--- src/rtl/uart_pkg.sv ---
// uart_pkg: constants shared by the UART RX/TX stages.
// FSM state encodings, prescale floor, parity-type codes and the
// parity generator used by both directions.
package uart_pkg;

    // Receiver FSM encodings
    localparam logic [2:0] ST_IDLE   = 3'd0;
    localparam logic [2:0] ST_START  = 3'd1;
    localparam logic [2:0] ST_DATA   = 3'd2;
    localparam logic [2:0] ST_PARITY = 3'd3;
    localparam logic [2:0] ST_STOP   = 3'd4;
    localparam logic [2:0] ST_DONE   = 3'd5;

    // Smallest oversampling ratio the bit timing supports
    localparam int PRESC_MIN = 4;

    // par_type codes
    localparam logic PAR_EVEN = 1'b0;
    localparam logic PAR_ODD  = 1'b1;

    localparam int PAR_DATA_W = 8;

    // Parity bit a transmitter appends for this data byte
    function automatic logic parity_calc(input logic [PAR_DATA_W-1:0] data,
                                         input logic                  ptype);
        return (ptype == PAR_ODD) ? ~(^data) : (^data);
    endfunction

endpackage

--- src/rtl/uart_rx_sampler.sv ---
// uart_rx_sampler: per-bit timing for the UART receiver.
// edge counter (0..P-1 per bit), bit counter, and the bit-value decision
// at edge_cnt == h+1.  With UART_RX_MAJORITY_EN defined the value is the
// 2-of-3 majority of samples at h-1, h, h+1; otherwise the single sample
// taken at h is used.
module uart_rx_sampler
    import uart_pkg::*;
#(
    parameter int PRESC_W   = 6,
    parameter int BIT_CNT_W = 4
) (
    input  logic                 clk,
    input  logic                 reset,
    input  logic                 rx_s_i,
    input  logic                 clear_i,
    input  logic                 run_i,
    input  logic [PRESC_W-1:0]   presc_i,
    output logic [BIT_CNT_W-1:0] bit_cnt_o,
    output logic                 sample_pt_o,
    output logic                 bit_end_o,
    output logic                 bit_val_o
);

    logic [PRESC_W-1:0]   edge_q;
    logic [BIT_CNT_W-1:0] bit_q;
    logic [PRESC_W-1:0]   half;
    logic [PRESC_W-1:0]   half_p1;
    logic                 at_half;

    assign half    = presc_i >> 1;
    assign half_p1 = half + PRESC_W'(1);
    assign at_half = run_i && (edge_q == half);

    assign sample_pt_o = run_i && (edge_q == half_p1);
    assign bit_end_o   = run_i && (edge_q == presc_i - PRESC_W'(1));
    assign bit_cnt_o   = bit_q;

    // Edge counter wraps every P cycles and advances the bit counter
    always_ff @(posedge clk or posedge reset) begin
        if (reset) begin
            edge_q <= '0;
            bit_q  <= '0;
        end else if (clear_i) begin
            edge_q <= '0;
            bit_q  <= '0;
        end else if (run_i) begin
            if (bit_end_o) begin
                edge_q <= '0;
                bit_q  <= bit_q + BIT_CNT_W'(1);
            end else begin
                edge_q <= edge_q + PRESC_W'(1);
            end
        end
    end

`ifdef UART_RX_MAJORITY_EN
    logic tap0_q;
    logic tap1_q;
    logic [PRESC_W-1:0] half_m1;

    assign half_m1 = half - PRESC_W'(1);

    // Capture the two early taps; the third is the live line at h+1
    always_ff @(posedge clk or posedge reset) begin
        if (reset) begin
            tap0_q <= 1'b1;
            tap1_q <= 1'b1;
        end else begin
            if (run_i && (edge_q == half_m1)) tap0_q <= rx_s_i;
            if (at_half)                      tap1_q <= rx_s_i;
        end
    end

    assign bit_val_o = (tap0_q & tap1_q) | (tap0_q & rx_s_i) | (tap1_q & rx_s_i);
`else
    logic smp_q;

    // Single mid-bit sample, held for use one cycle later at h+1
    always_ff @(posedge clk or posedge reset) begin
        if (reset)        smp_q <= 1'b1;
        else if (at_half) smp_q <= rx_s_i;
    end

    assign bit_val_o = smp_q;
`endif

endmodule

--- src/rtl/uart_rx_core.sv ---
// uart_rx_core: UART receiver, start + DATA_WIDTH data (LSB first) +
// optional parity + stop, oversampled by a runtime prescale.
// Holds the rx synchroniser, frame FSM, shift register and output pulses;
// bit timing lives in uart_rx_sampler.
// Optional feature macro: UART_RX_MAJORITY_EN (3-sample majority voting).
module uart_rx_core
    import uart_pkg::*;
#(
    parameter int DATA_WIDTH = 8,
    parameter int PRESC_W    = 6
) (
    input  logic                  clk,
    input  logic                  reset,
    input  logic                  rx_in,
    input  logic [PRESC_W-1:0]    prescale,
    input  logic                  PAR_En,
    input  logic                  par_type,
    output logic [DATA_WIDTH-1:0] p_data,
    output logic                  data_valid,
    output logic                  par_err,
    output logic                  stp_err,
    output logic                  busy
);

    localparam int BIT_CNT_W = $clog2(DATA_WIDTH + 3);

    logic                  rx_meta_q, rx_s_q, rx_prev_q;
    logic [2:0]            state_q, state_d;
    logic [PRESC_W-1:0]    presc_q, presc_d;
    logic                  par_en_q, par_type_q;
    logic [DATA_WIDTH-1:0] shift_q;
    logic                  par_bad_q;
    logic [DATA_WIDTH-1:0] p_data_q;
    logic                  data_valid_q, par_err_q, stp_err_q;

    logic                  start_det;
    logic [BIT_CNT_W-1:0]  bit_cnt;
    logic                  sample_pt, bit_end, bit_val;

    // Two-flop synchroniser plus previous value for falling-edge detect
    always_ff @(posedge clk or posedge reset) begin
        if (reset) begin
            rx_meta_q <= 1'b1;
            rx_s_q    <= 1'b1;
            rx_prev_q <= 1'b1;
        end else begin
            rx_meta_q <= rx_in;
            rx_s_q    <= rx_meta_q;
            rx_prev_q <= rx_s_q;
        end
    end

    assign start_det = (state_q == ST_IDLE) && rx_prev_q && !rx_s_q;
    assign presc_d   = (prescale < PRESC_W'(PRESC_MIN)) ? PRESC_W'(PRESC_MIN) : prescale;

    uart_rx_sampler #(
        .PRESC_W   (PRESC_W),
        .BIT_CNT_W (BIT_CNT_W)
    ) u_sampler (
        .clk         (clk),
        .reset       (reset),
        .rx_s_i      (rx_s_q),
        .clear_i     (start_det),
        .run_i       (state_q != ST_IDLE),
        .presc_i     (presc_q),
        .bit_cnt_o   (bit_cnt),
        .sample_pt_o (sample_pt),
        .bit_end_o   (bit_end),
        .bit_val_o   (bit_val)
    );

    // Frame sequencing; bit_cnt is 1..DATA_WIDTH across the data bits
    always_comb begin
        state_d = state_q;
        case (state_q)
            ST_IDLE:   if (start_det) state_d = ST_START;
            ST_START:  if (sample_pt && bit_val) state_d = ST_IDLE;
                       else if (bit_end)         state_d = ST_DATA;
            ST_DATA:   if (bit_end && (bit_cnt == BIT_CNT_W'(DATA_WIDTH)))
                           state_d = par_en_q ? ST_PARITY : ST_STOP;
            ST_PARITY: if (bit_end) state_d = ST_STOP;
            ST_STOP:   if (sample_pt) state_d = ST_DONE;
            ST_DONE:   state_d = ST_IDLE;
            default:   state_d = ST_IDLE;
        endcase
    end

    // State register
    always_ff @(posedge clk or posedge reset) begin
        if (reset) state_q <= ST_IDLE;
        else       state_q <= state_d;
    end

    // Frame config latch, shift register, parity result and output pulses
    always_ff @(posedge clk or posedge reset) begin
        if (reset) begin
            presc_q      <= PRESC_W'(PRESC_MIN);
            par_en_q     <= 1'b0;
            par_type_q   <= PAR_EVEN;
            shift_q      <= '0;
            par_bad_q    <= 1'b0;
            p_data_q     <= '0;
            data_valid_q <= 1'b0;
            par_err_q    <= 1'b0;
            stp_err_q    <= 1'b0;
        end else begin
            data_valid_q <= 1'b0;
            par_err_q    <= 1'b0;
            stp_err_q    <= 1'b0;
            if (start_det) begin
                presc_q    <= presc_d;
                par_en_q   <= PAR_En;
                par_type_q <= par_type;
                par_bad_q  <= 1'b0;
            end
            if ((state_q == ST_DATA) && sample_pt)
                shift_q <= {bit_val, shift_q[DATA_WIDTH-1:1]};
            if ((state_q == ST_PARITY) && sample_pt)
                par_bad_q <= (bit_val != parity_calc(shift_q, par_type_q));
            // Outputs are registered on the STOP sample, so they are high
            // exactly during the DONE cycle
            if ((state_q == ST_STOP) && sample_pt) begin
                stp_err_q <= !bit_val;
                par_err_q <= par_bad_q;
                if (bit_val && !par_bad_q) begin
                    data_valid_q <= 1'b1;
                    p_data_q     <= shift_q;
                end
            end
        end
    end

    assign p_data     = p_data_q;
    assign data_valid = data_valid_q;
    assign par_err    = par_err_q;
    assign stp_err    = stp_err_q;
    assign busy       = (state_q != ST_IDLE) && (state_q != ST_DONE);

endmodule

--- config.mk ---
export PLATFORM = sky130hd
export DESIGN_NAME = uart_rx_core
export DESIGN_NICKNAME = d
export VERILOG_FILES = /design/src/rtl/uart_pkg.sv /design/src/rtl/uart_rx_sampler.sv /design/src/rtl/uart_rx_core.sv
export SDC_FILE = /design/constraint.sdc
export NUM_CORES = 1
export LEC_CHECK = 0
export ABC_CLOCK_PERIOD_IN_PS = 6280
export CAP_MARGIN = 20
export CORE_UTILIZATION = 25
export DETAILED_ROUTE_END_ITERATION = 10
export PLACE_DENSITY = 0.39
export SLEW_MARGIN = 30
export SYNTH_ARGS = -nofsm -noshare
export SYNTH_HDL_FRONTEND = slang
export SYNTH_SLANG_ARGS = --single-unit
--- constraint.sdc ---
create_clock -name clk -period 6.28 [get_ports clk]
set_input_delay 0.628 -clock clk [delete_from_list [all_inputs] [get_ports clk]]
set_output_delay 0.628 -clock clk [all_outputs]
set_load 0.05 [all_outputs]
======== Word level (Yosys, flattened, before mapping) ========
Index checks and enable logic that the tools add are counted.
word-level totals
  register bits ........................... 45
  logic and storage cells ................. 83
  output and inout port bits .............. 12
cells by class
  $add $sub $neg .......................... 4
  reduce and logical (&&, ||, !) cells .... 24
  bitwise logic cells ..................... 1
  eq/ne operators ......................... 15
  magnitude comparators ................... 1
  multiplexer cells ....................... 22
operators by type and width
  operator               count
  $mux W6                4
  $mux W3                7
  $pmux W3 S5            1
  $eq A6 B6 Y1           2
  $logic_and A1 B1 Y1    12
  $mux W4                3
  $ne A2 B2 Y1 const B   4
  $reduce_xor A8 Y1      1
  $mux W1                7
  $add A5 B1 Y6 const B  1
  $add A6 B1 Y6 const B  1
  $eq A3 B2 Y1 const B   2
  $eq A6 B5 Y1           1
  $lt A6 B3 Y1 const B   1
  $ne A3 B3 Y1 const B   2
  $reduce_bool A2 Y1     3
  $sub A6 B1 Y6 const B  1
  $reduce_and A5 Y1      1
  $add A4 B1 Y4 const B  1
  $eq A4 B4 Y1 const B   1
  $reduce_and A2 Y1      2
  $eq A3 B1 Y1 const B   1
  $eq A3 B3 Y1 const B   1
  $logic_not A1 Y1       3
  other kinds (4)        4

======== Longest topological paths before layout ========
Gate-level depths: netlist of the first run.
  word-level depth ........................ 6
  gate-level depth with buffers ........... 8
  depth with buffers taken out ............ 8

======== Hierarchy ========
From an unflattened synthesis of the first run, not the netlist that was laid out.
second synthesis, totals
  cells, all modules ...................... 216
  area total of the unflattened synthesis .. 2,449.8 um2
modules (own cells, without submodules)
  module           instances  area each (um2)  sequential area each (um2)  cells each
  uart_rx_core     1          1,497.7          855.8                       114
  uart_rx_sampler  1          952.2            276.5                       102

======== Worst setup path before layout of the first run ========
No wires, ideal clock.
  path kind ............................... register to register
  start point ............................. register presc_q[2]
  end point ............................... register shift_q[0]
  library setup time ...................... 0.125 ns
  path slack .............................. 4.016 ns
  arrival ................................. 2.139 ns
  clock period less this slack ............ 2.264 ns
  required time ........................... 6.155 ns
  stages on the path, launching flop included .. 9
  cell sequence ........................... dfstp_2 > inv_1 > ha_1 > xnor2_1 > nand4_1 > nor3_4 > and3_1 > buf_6 > mux2_4
on the way
  cells in the longest elaborated chain, start to end .. 4
ends and longest elaborated chain
  what                    line                   RTL
  start, declared         uart_rx_core.sv:29     logic [PRESC_W-1:0] presc_q, presc_d;
  start signal, assigned  uart_rx_core.sv:97     presc_q <= PRESC_W'(PRESC_MIN);
  start signal, assigned  uart_rx_core.sv:111    presc_q <= presc_d;
  $add A5 B1 Y6           uart_rx_sampler.sv:31  assign half_p1 = half + PRESC_W'(1);
  $eq A6 B6 Y1            uart_rx_sampler.sv:34  assign sample_pt_o = run_i && (edge_q == half_p1);
  $logic_and A1 B1 Y1     uart_rx_sampler.sv:34
  $logic_and A1 B1 Y1     uart_rx_core.sv:116    if ((state_q == ST_DATA) && sample_pt)
  end signal, assigned    uart_rx_core.sv:117    shift_q <= {bit_val, shift_q[DATA_WIDTH-1:1]};
  end, declared           uart_rx_core.sv:31     logic [DATA_WIDTH-1:0] shift_q;
Every way passes these cells.
A chain may end at the register's enable or synchronous reset.

======== Worst setup path in the final report of the first run ========
  start point ............................. register presc_q[2]
  end point ............................... register shift_q[3]
The elaborated chain is that of the path after synthesis.

==> results of run 1 <==
-- stage by stage --
stage | setup slack [ns] | total power, mW
after floorplan | 4.02 | 0.940
after CTS | 3.60 | 1.29
after detailed placement | 3.62 | 1.06
after global placement | 3.65 | 1.06
after global routing | 3.45 | 1.37
final | 3.63 | 1.27
-- cells by family (layout without fill, tap and decap cells) --
kind of cell | count (synthesis) | in the layout | synth area share (%)
and+or+nand+nor | 74 | 74 | 17.8
DFF | 45 | 45 | 45.8
xor gates and xnor gates | 35 | 35 | 13.2
AOI/OAI and AO/OA | 22 | 22 | 6.02
buffers and inverters | 22 | 42 | 4.45
muxes | 19 | 19 | 9.76
adders and majority gates | 6 | 6 | 3.03
-- worst max-delay path, stage by stage (launching register included) --
cell	delay, ns
dfstp_2	0.62
inv_1	0.06
ha_1	0.28
xnor2_1	0.14
nand4_1	0.17
nor3_4	0.37
and3_1	0.56
mux2_4	0.34
-- power breakdown --
group | leakage [nW] | switching (mW) | internal (mW)
sequential | 0.591 | 0.117 | 0.355
combinational | 0.622 | 0.310 | 0.259
clock | 0.0554 | 0.106 | 0.120
total | 1.27 | 0.534 | 0.734
-- worst paths after layout --
| path | start | to | cells after the start |
|---|---|---|---|
| setup / recovery | presc_q[2] | shift_q[3] | 7 |
| hold / removal | rx_meta_q | rx_s_q | 0 |
| setup reg to reg | presc_q[2] | shift_q[3] | 7 |
| hold reg to reg | rx_meta_q | rx_s_q | 0 |
| max in group asynchronous | reset | presc_q[2] | 2 |
| min in group asynchronous | reset | p_data[7] | 2 |
-- cell usage in the layout (no fill, tap or decap), types with 5 or more instances in the layout --
master,instances
nand3_1,8
clkbuf_8,5
inv_1,10
xnor2_1,24
xor2_1,10
mux2_1,8
dfstp_2,5
nor2_1,12
dfrtp_1,40
o21ai_0,6
nand2_1,25
mux2_4,8
clkdlybuf4s50_1,22
ha_1,6
-- metal layers --
layer | vias up | global-route usage (%)
li1 | 785 | -
met1 | 762 | 15.5
met2 | 28 | 15.8
met3 | 2 | 1.86
met4 | 0 | 4.01
met5 | - | 0
-- registers in the layout, summed over array words and instances, names as in the netlist, 3 cells and up --
name and count:
shift_q 8, state_q 3, u_sampler.bit_cnt_o 4, u_sampler.edge_q 6, p_data 8, presc_q 6
-- final cells by class --
cell class	count	area (um^2)
Inverter	11	43.8
Clock buffer	6	72.6
Sequential cell	45	1130
Clock inverter	2	38.8
Tap cell	129	161
Timing Repair Buffer	23	228
Multi-Input combinational cell	156	1230
Fill cell	987	6510
==> reports/qor.txt, run 1 <==
Status - complete, no violations
Power Dens Cells - 436 nW/um^2
Share of the synthesized area in the top cell type - 40.5%
Via count - 1577
CTS tree - yes
Area delta synth->final - 17.6%
Setup violations, final - 0
Post-layout net count - 259
Drt initial violations - 34
N_diodes - 0
Crit share post-route - 42.2%
Clock Sinks - 45
Synth top cells by count - 40 x dfrtp_1, 25 x nand2_1, 24 x xnor2_1, 12 x nor2_1, 11 x inv_1
Initial antenna violation count - 0
R2r setup slk - 3.63 ns
Dpl hpwl - 3600 um
CTS Buffer Depth - 2
Die area - 10300 um^2
Die Y - 101 um
Core box area - 9420 um^2
Setup CP Type - reg -> reg
RSZ-0062 raised after global routing - false
Final hold slack - 0.360 ns
Inst Count DP - 364
Number of detailed-route iterations in the first pass - 4
Skew-Pair Late Insertion Delay - 0.30 ns
Hold buffer count at CTS - 0
Post-cts resize count - 0
Post-CTS Setup Bufs - 0
Post-synth EDFFs - 0
Clock Tree Root - clkbuf_8
Vias per std cell - 4.24
Sequential area share after synthesis - 45.8%
Post-synthesis cell count - 223
Global-route usage over all layers - 10.7%
Htree depth - 2
Clock transition at path regs - 0.09 ns
Clock skew after layout - 0.00805 ns
Area contributors post-synth - dfrtp_1 40%, xnor2_1 8.5%, dfstp_2 5.3%
Startpoint types - register
Post-synth ARST share - 100%
Met2 WL - 2170 um
Final Util - 30.9%
Final wirelength - 5010 um
First-pass GRT wire length - 8410 um
HP Class - reg -> reg
Slew Limit Headroom - 61.8%
Top Layer Used - met4
Routed Antenna Nets - 0
Finished Cell Area - 2910 um^2
CP arrival - 2.84 ns
Top-count cell post-synth - dfrtp_1
Routed wl met3 - 159 um
Port bufs - 22
Post-synthesis cell type count - 47
Critical path fanouts, max - 8
Peak supply drop - 0.000130 V
Mapped Nets - 240
Crit end category - register
Worst slew pin tran - 0.573 ns
Die width - 101 um
Min Tclk post-route - 2.65 ns
Placed instance area - 2800 um^2
Non-filler cells, final - 372
YS warnings - 0
Row count - 35
Ports - 23
Final Hold Vio Count - 0
Max Slew Vio Count - 0
WL/cell - 13.5 um
Total grt overflow - 0
Fmax achieved - 0.377 GHz
#FFs+latches synth - 45
Largest net degree at the start of global routing - 46
TNS Setup - 0 ns
Total of max-cap violations - 0
Leak - 1.27 nW
Mapped Area - 2470 um^2
Yosys top cell by area - dfrtp_1
RD Place Congestion - 0.758
DRC - 0
Syn Area/Cell - 11.1 um^2
Metal-1 WL - 2630 um
Layout cells sized above 1 - 13.6%
Initial Utilization - 26.3%
CTS buffer count - 5
Vias in the first global route - 1612
CP Data Required Time - 6.47 ns
Top_reg_cell synth - dfrtp_1
Power figures use the tool's default switching activity.
==> inputs of run 2 (changes only) <==
--- a/config.mk
+++ b/config.mk
@@ -5,7 +5,7 @@
 export SDC_FILE = /design/constraint.sdc
 export NUM_CORES = 1
 export LEC_CHECK = 0
-export ABC_CLOCK_PERIOD_IN_PS = 6280
+export ABC_CLOCK_PERIOD_IN_PS = 2550
 export CAP_MARGIN = 20
 export CORE_UTILIZATION = 25
 export DETAILED_ROUTE_END_ITERATION = 10
==> constraint.sdc (replaced) <==
create_clock -name clk -period 2.55 [get_ports clk]
set_input_delay 0.255 -clock clk [delete_from_list [all_inputs] [get_ports clk]]
set_output_delay 0.255 -clock clk [all_outputs]
set_load 0.05 [all_outputs]
==> reports/qor.txt, run 2 (synthesis gave the netlist of run 1 again) <==
CTS buffer count - 5 (unchanged)
Setup crit end - shift_q[1] (was shift_q[3])
Final wirelength - 4960 um (was 5010 um)
Skew-Pair Late Insertion Delay - 0.31 ns (was 0.30 ns)
Max Slew Vio Count - 0 (unchanged)
Die area - 10300 um^2 (unchanged)
Vias in the first global route - 1697 (was 1612)
Placed instance area - 2840 um^2 (was 2800 um^2)
Ports - 23 (unchanged)
Status - complete, no violations (unchanged)
Critical path fanouts, max - 8 (unchanged)
Setup violations, final - 0 (unchanged)
Final Hold Vio Count - 0 (unchanged)
Leak - 1.29 nW (was 1.27 nW)
Core box area - 9420 um^2 (unchanged)
Die Y - 101 um (unchanged)
Crit share post-route - 91.5% (was 42.2%)
HP Class - in -> reg (was reg -> reg)
Vias per std cell - 4.29 (was 4.24)
Fmax achieved - 0.428 GHz (was 0.377 GHz)
Clock transition at path regs - 0.10 ns (was 0.09 ns)
Dpl hpwl - 3620 um (was 3600 um)
Clock skew after layout - 0.0106 ns (was 0.00805 ns)
Clock Sinks - 45 (unchanged)
Die width - 101 um (unchanged)
Worst Setup SP - presc_q[2] (unchanged)
Min Tclk post-route - 2.33 ns (was 2.65 ns)
RSZ-0062 raised after global routing - false (unchanged)
Routed Antenna Nets - 0 (unchanged)
Largest net degree at the start of global routing - 46 (unchanged)
RD Place Congestion - 0.715 (was 0.758)
Clock Tree Root - clkbuf_8 (unchanged)
Total of max-cap violations - 0 (unchanged)
Peak supply drop - 0.000359 V (was 0.000130 V)
Startpoint types - register (unchanged)
Inst Count DP - 369 (was 364)
TNS Setup - 0 ns (unchanged)
Worst slew pin tran - 0.590 ns (was 0.573 ns)
WL/cell - 13.1 um (was 13.5 um)
Global-route usage over all layers - 11.1% (was 10.7%)
Commonest non-fill, non-tap cell in the layout - dfrtp_1 (unchanged)
Post-cts resize count - 0 (unchanged)
Most frequent cells in the layout - 40 x dfrtp_1, 25 x nand2_1, 24 x xnor2_1 (unchanged)
Area delta synth->final - 18.6% (was 17.6%)
Slew Limit Headroom - 60.7% (was 61.8%)
CTS tree - yes (unchanged)
Crit end category - register (unchanged)
DRC - 0 (unchanged)
Post-layout net count - 264 (was 259)
R2R Path End - shift_q[1] (was shift_q[3])
N_diodes - 0 (unchanged)
Row count - 35 (unchanged)
Post-CTS Setup Bufs - 0 (unchanged)
Port bufs - 22 (unchanged)
Htree depth - 2 (unchanged)
Non-filler cells, final - 377 (was 372)
Number of detailed-route iterations in the first pass - 4 (unchanged)
Power Dens Cells - 1040 nW/um^2 (was 436 nW/um^2)
R2r setup slk - 0.22 ns (was 3.63 ns)
Initial Utilization - 26.3% (unchanged)
Hold buffer count at CTS - 0 (unchanged)
Finished Cell Area - 2930 um^2 (was 2910 um^2)
CP Data Required Time - 2.74 ns (was 6.47 ns)
CTS Buffer Depth - 2 (unchanged)
R2R depth - 8 (was 7)
Via count - 1616 (was 1577)
Setup CP Type - reg -> reg (unchanged)
CP arrival - 2.53 ns (was 2.84 ns)
Initial antenna violation count - 0 (unchanged)
Layout cells sized above 1 - 15.7% (was 13.6%)
First-pass GRT wire length - 8760 um (was 8410 um)
Drt initial violations - 72 (was 34)
Total grt overflow - 0 (unchanged)
Worst R2R Start - presc_q[2] (unchanged)
-- run 2: worst min-delay path by stage --
stage	start	endpoint	slack [ns]	cells past startpoint
final	rx_in	rx_meta_q	0.34	1
after global routing	rx_in	rx_meta_q	0.34	1
after global placement	rx_meta_q	rx_s_q	0.35	0
after floorplan	rx_in	rx_meta_q	0.26	0
after detailed placement	rx_meta_q	rx_s_q	0.35	0
after CTS	rx_in	rx_meta_q	0.33	1
-- run 2: critical path: stages (launching register included) --
cell and delay, ns:
dfstp_2 0.63, inv_1 0.06, ha_1 0.28, xnor2_1 0.13
nand4_1 0.16, nor3_4 0.28, and3_1 0.25, buf_12 0.15
mux2_4 0.29
-- run 2: area by class of cell --
class | instances | area, um^2
Inverter | 11 | 41.3
Fill cell | 990 | 6480
Tap cell | 129 | 161
Sequential cell | 45 | 1130
Clock buffer | 5 | 68.8
Timing Repair Buffer | 28 | 278
Clock inverter | 3 | 21.3
Multi-Input combinational cell | 156 | 1230
-- run 2: where the power goes --
part | internal (mW) | total, mW | switching [mW]
Combinational | 0.668 | 1.43 | 0.758
Clock | 0.195 | 0.468 | 0.272
Sequential | 0.875 | 1.17 | 0.291
Total | 1.74 | 3.06 | 1.32
-- run 2: per-stage QoR --
stage,hold slack (ns),worst slack (ns),power [mW],utilization [%]
2_1_floorplan,0.259,0.286,2.32,-
3_3_place_gp,0.347,0.237,2.64,30.2
3_5_place_dp,0.347,0.202,2.63,30.2
4_1_cts,0.331,0.185,3.11,31.2
5_1_grt,0.335,0.0571,3.33,31.2
6_report,0.339,0.216,3.06,31.2
-- run 2: layer usage --
metal	global-route usage, %	wire length (um)	vias to the layer above
met5	0	0	-
met4	4.01	74	0
met3	2.14	140	5
met2	17.1	2250	19
met1	15.6	2490	795
li1	-	-	797
==> inputs of run 3 (changes only) <==
--- a/config.mk
+++ b/config.mk
@@ -9,6 +9,8 @@
 export CAP_MARGIN = 20
 export CORE_UTILIZATION = 25
 export DETAILED_ROUTE_END_ITERATION = 10
+export GPL_TIMING_DRIVEN = 0
+export HOLD_SLACK_MARGIN = 0.03
 export PLACE_DENSITY = 0.39
 export SLEW_MARGIN = 30
 export SYNTH_ARGS = -nofsm -noshare
==> reports/qor.txt, run 3 (synthesis gave the netlist of run 1 again) <==
Status - complete, no violations (unchanged)
Die width - 101 um (unchanged)
Die Y - 101 um (unchanged)
Routed Antenna Nets - 0 (unchanged)
Port bufs - 22 (unchanged)
Layout cells sized above 1 - 16.5% (was 15.7%)
Sequential Area - 1130 um^2 (unchanged)
First-pass GRT wire length - 8500 um (was 8760 um)
Finished Cell Area - 2960 um^2 (was 2930 um^2)
Initial Utilization - 26.3% (unchanged)
Drt initial violations - 40 (was 72)
CTS tree - yes (unchanged)
Core box area - 9420 um^2 (unchanged)
N_diodes - 0 (unchanged)
Logic pwr share - 52.4% (was 46.6%)
Vias in the first global route - 1673 (was 1697)
Most frequent cells in the layout - 40 x dfrtp_1, 25 x nand2_1, 24 x xnor2_1 (unchanged)
WL/cell - 13.0 um (was 13.1 um)
Post-layout net count - 270 (was 264)
Hold buffer count at CTS - 0 (unchanged)
Total of max-cap violations - 0 (unchanged)
Worst slew pin tran - 0.573 ns (was 0.590 ns)
Area of the multi-input gates - 1230 um^2 (unchanged)
Commonest non-fill, non-tap cell in the layout - dfrtp_1 (unchanged)
Ports - 23 (unchanged)
RD Place Congestion - 0.735 (was 0.715)
Skew-Pair Late Insertion Delay - 0.30 ns (was 0.31 ns)
Clock skew after layout - 0.0104 ns (was 0.0106 ns)
Startpoint types - register (unchanged)
Crit share post-route - 92.9% (was 91.5%)
CP arrival - 2.55 ns (was 2.53 ns)
Clock power frac - 14.8% (was 15.3%)
Flop pwr share - 32.9% (was 38.1%)
DRC - 0 (unchanged)
HP Class - in -> reg (unchanged)
Post-cts resize count - 0 (unchanged)
Total grt overflow - 0 (unchanged)
Die area - 10300 um^2 (unchanged)
Via count - 1608 (was 1616)
TNS Setup - 0 ns (unchanged)
Vias per std cell - 4.20 (was 4.29)
Number of detailed-route iterations in the first pass - 4 (unchanged)
Internal power - 1.77 mW (was 1.74 mW)
R2R depth - 8 (unchanged)
Placed instance area - 2860 um^2 (was 2840 um^2)
Largest net degree at the start of global routing - 46 (unchanged)
Switching Fraction - 42.6% (was 43.2%)
CTS Buffer Depth - 2 (unchanged)
Final wirelength - 4990 um (was 4960 um)
Hold path cells - 1 (unchanged)
Power Dens Cells - 1040 nW/um^2 (about the same)
Dpl hpwl - 3630 um (was 3620 um)
RSZ-0062 raised after global routing - false (unchanged)
Setup violations, final - 0 (unchanged)
Global-route usage over all layers - 11.0% (was 11.1%)
Max Slew Vio Count - 0 (unchanged)
Psw - 1.31 mW (was 1.32 mW)
Clock transition at path regs - 0.10 ns (about the same)
# fillers - 987 (was 990)
Htree depth - 2 (unchanged)
Fmax achieved - 0.422 GHz (was 0.428 GHz)
Min Tclk post-route - 2.37 ns (was 2.33 ns)
Row count - 35 (unchanged)
Peak supply drop - 0.000361 V (was 0.000359 V)
CTS buffer count - 5 (unchanged)
Slew Limit Headroom - 61.8% (was 60.7%)
Crit end category - register (unchanged)
Area delta synth->final - 19.5% (was 18.6%)
Final Hold Vio Count - 0 (unchanged)
Leak - 1.30 nW (was 1.29 nW)
Initial antenna violation count - 0 (unchanged)
CP Data Required Time - 2.73 ns (was 2.74 ns)
Clock Sinks - 45 (unchanged)
Critical path fanouts, max - 8 (unchanged)
Setup CP Type - reg -> reg (unchanged)
Clock Tree Root - clkbuf_8 (unchanged)
-- run 3: power by group through the flow --
stage,registers (mW),clock network (mW),logic [mW]
CTS,1.01,0.484,1.63
global placement,1.03,0,1.63
detailed placement,1.03,0,1.62
floorplan,0.989,0,1.33
global route,1.04,0.507,1.79
finish,1.01,0.454,1.61
-- run 3: final timing paths --
check / start / endpoint / slack, ns
setup / recovery: presc_q[2] / p_data[2] / 0.18
max in group asynchronous: reset / state_q[2] / 1.79
hold / removal: rx_in / rx_meta_q / 0.34
min in group asynchronous: reset / p_data[7] / 0.36
setup reg to reg: presc_q[2] / p_data[2] / 0.18
hold reg to reg: rx_meta_q / rx_s_q / 0.36
-- run 3: final cells by class --
class                   count  area share, %
repair buffers             23           7.71
plain buffers              11           2.33
clock buffers               5           2.33
flip-flops and latches     45           38.3
multi-input cells         156           41.7
inverters                  11           1.48
clock inverters             3          0.720
well taps                 129           5.46
-- run 3: timing repair --
action,in CTS,in global routing
gates cloned,0,0
setup buffers,0,1
pin swaps,1,1
setup endpoints to repair,3,16
endpoints found under the hold margin,0,0
-- run 3: per-layer routing --
layer  GRT usage (%)  vias to the layer above  wire length [um]
li1                -                      809                 -
met1            15.4                      774              2630
met2            16.4                       21              2150
met3            2.14                        4               133
met4            5.02                        0                71
met5               0                        -                 0
-- run 3: critical path, cell delays in order (launching register included) --
cell	delay, ns
dfstp_2	0.63
inv_1	0.06
ha_1	0.28
xnor2_1	0.14
nand4_1	0.16
nor3_4	0.23
buf_4	0.19
nand4b_4	0.19
mux2_1	0.36
-- run 3: through the flow --
step                      util [%]  power (mW)  instances  worst slack [ns]  hold WS, ns
after global routing          31.4        3.34        383           0.00861        0.340
after CTS                     31.3        3.13        382            0.0452        0.328
after detailed placement      30.4        2.65        374            0.0175        0.351
after global placement        30.3        2.66        374           0.00889        0.347
final                         31.4        3.08        383             0.182        0.344
after floorplan                  -        2.32        223             0.286        0.259
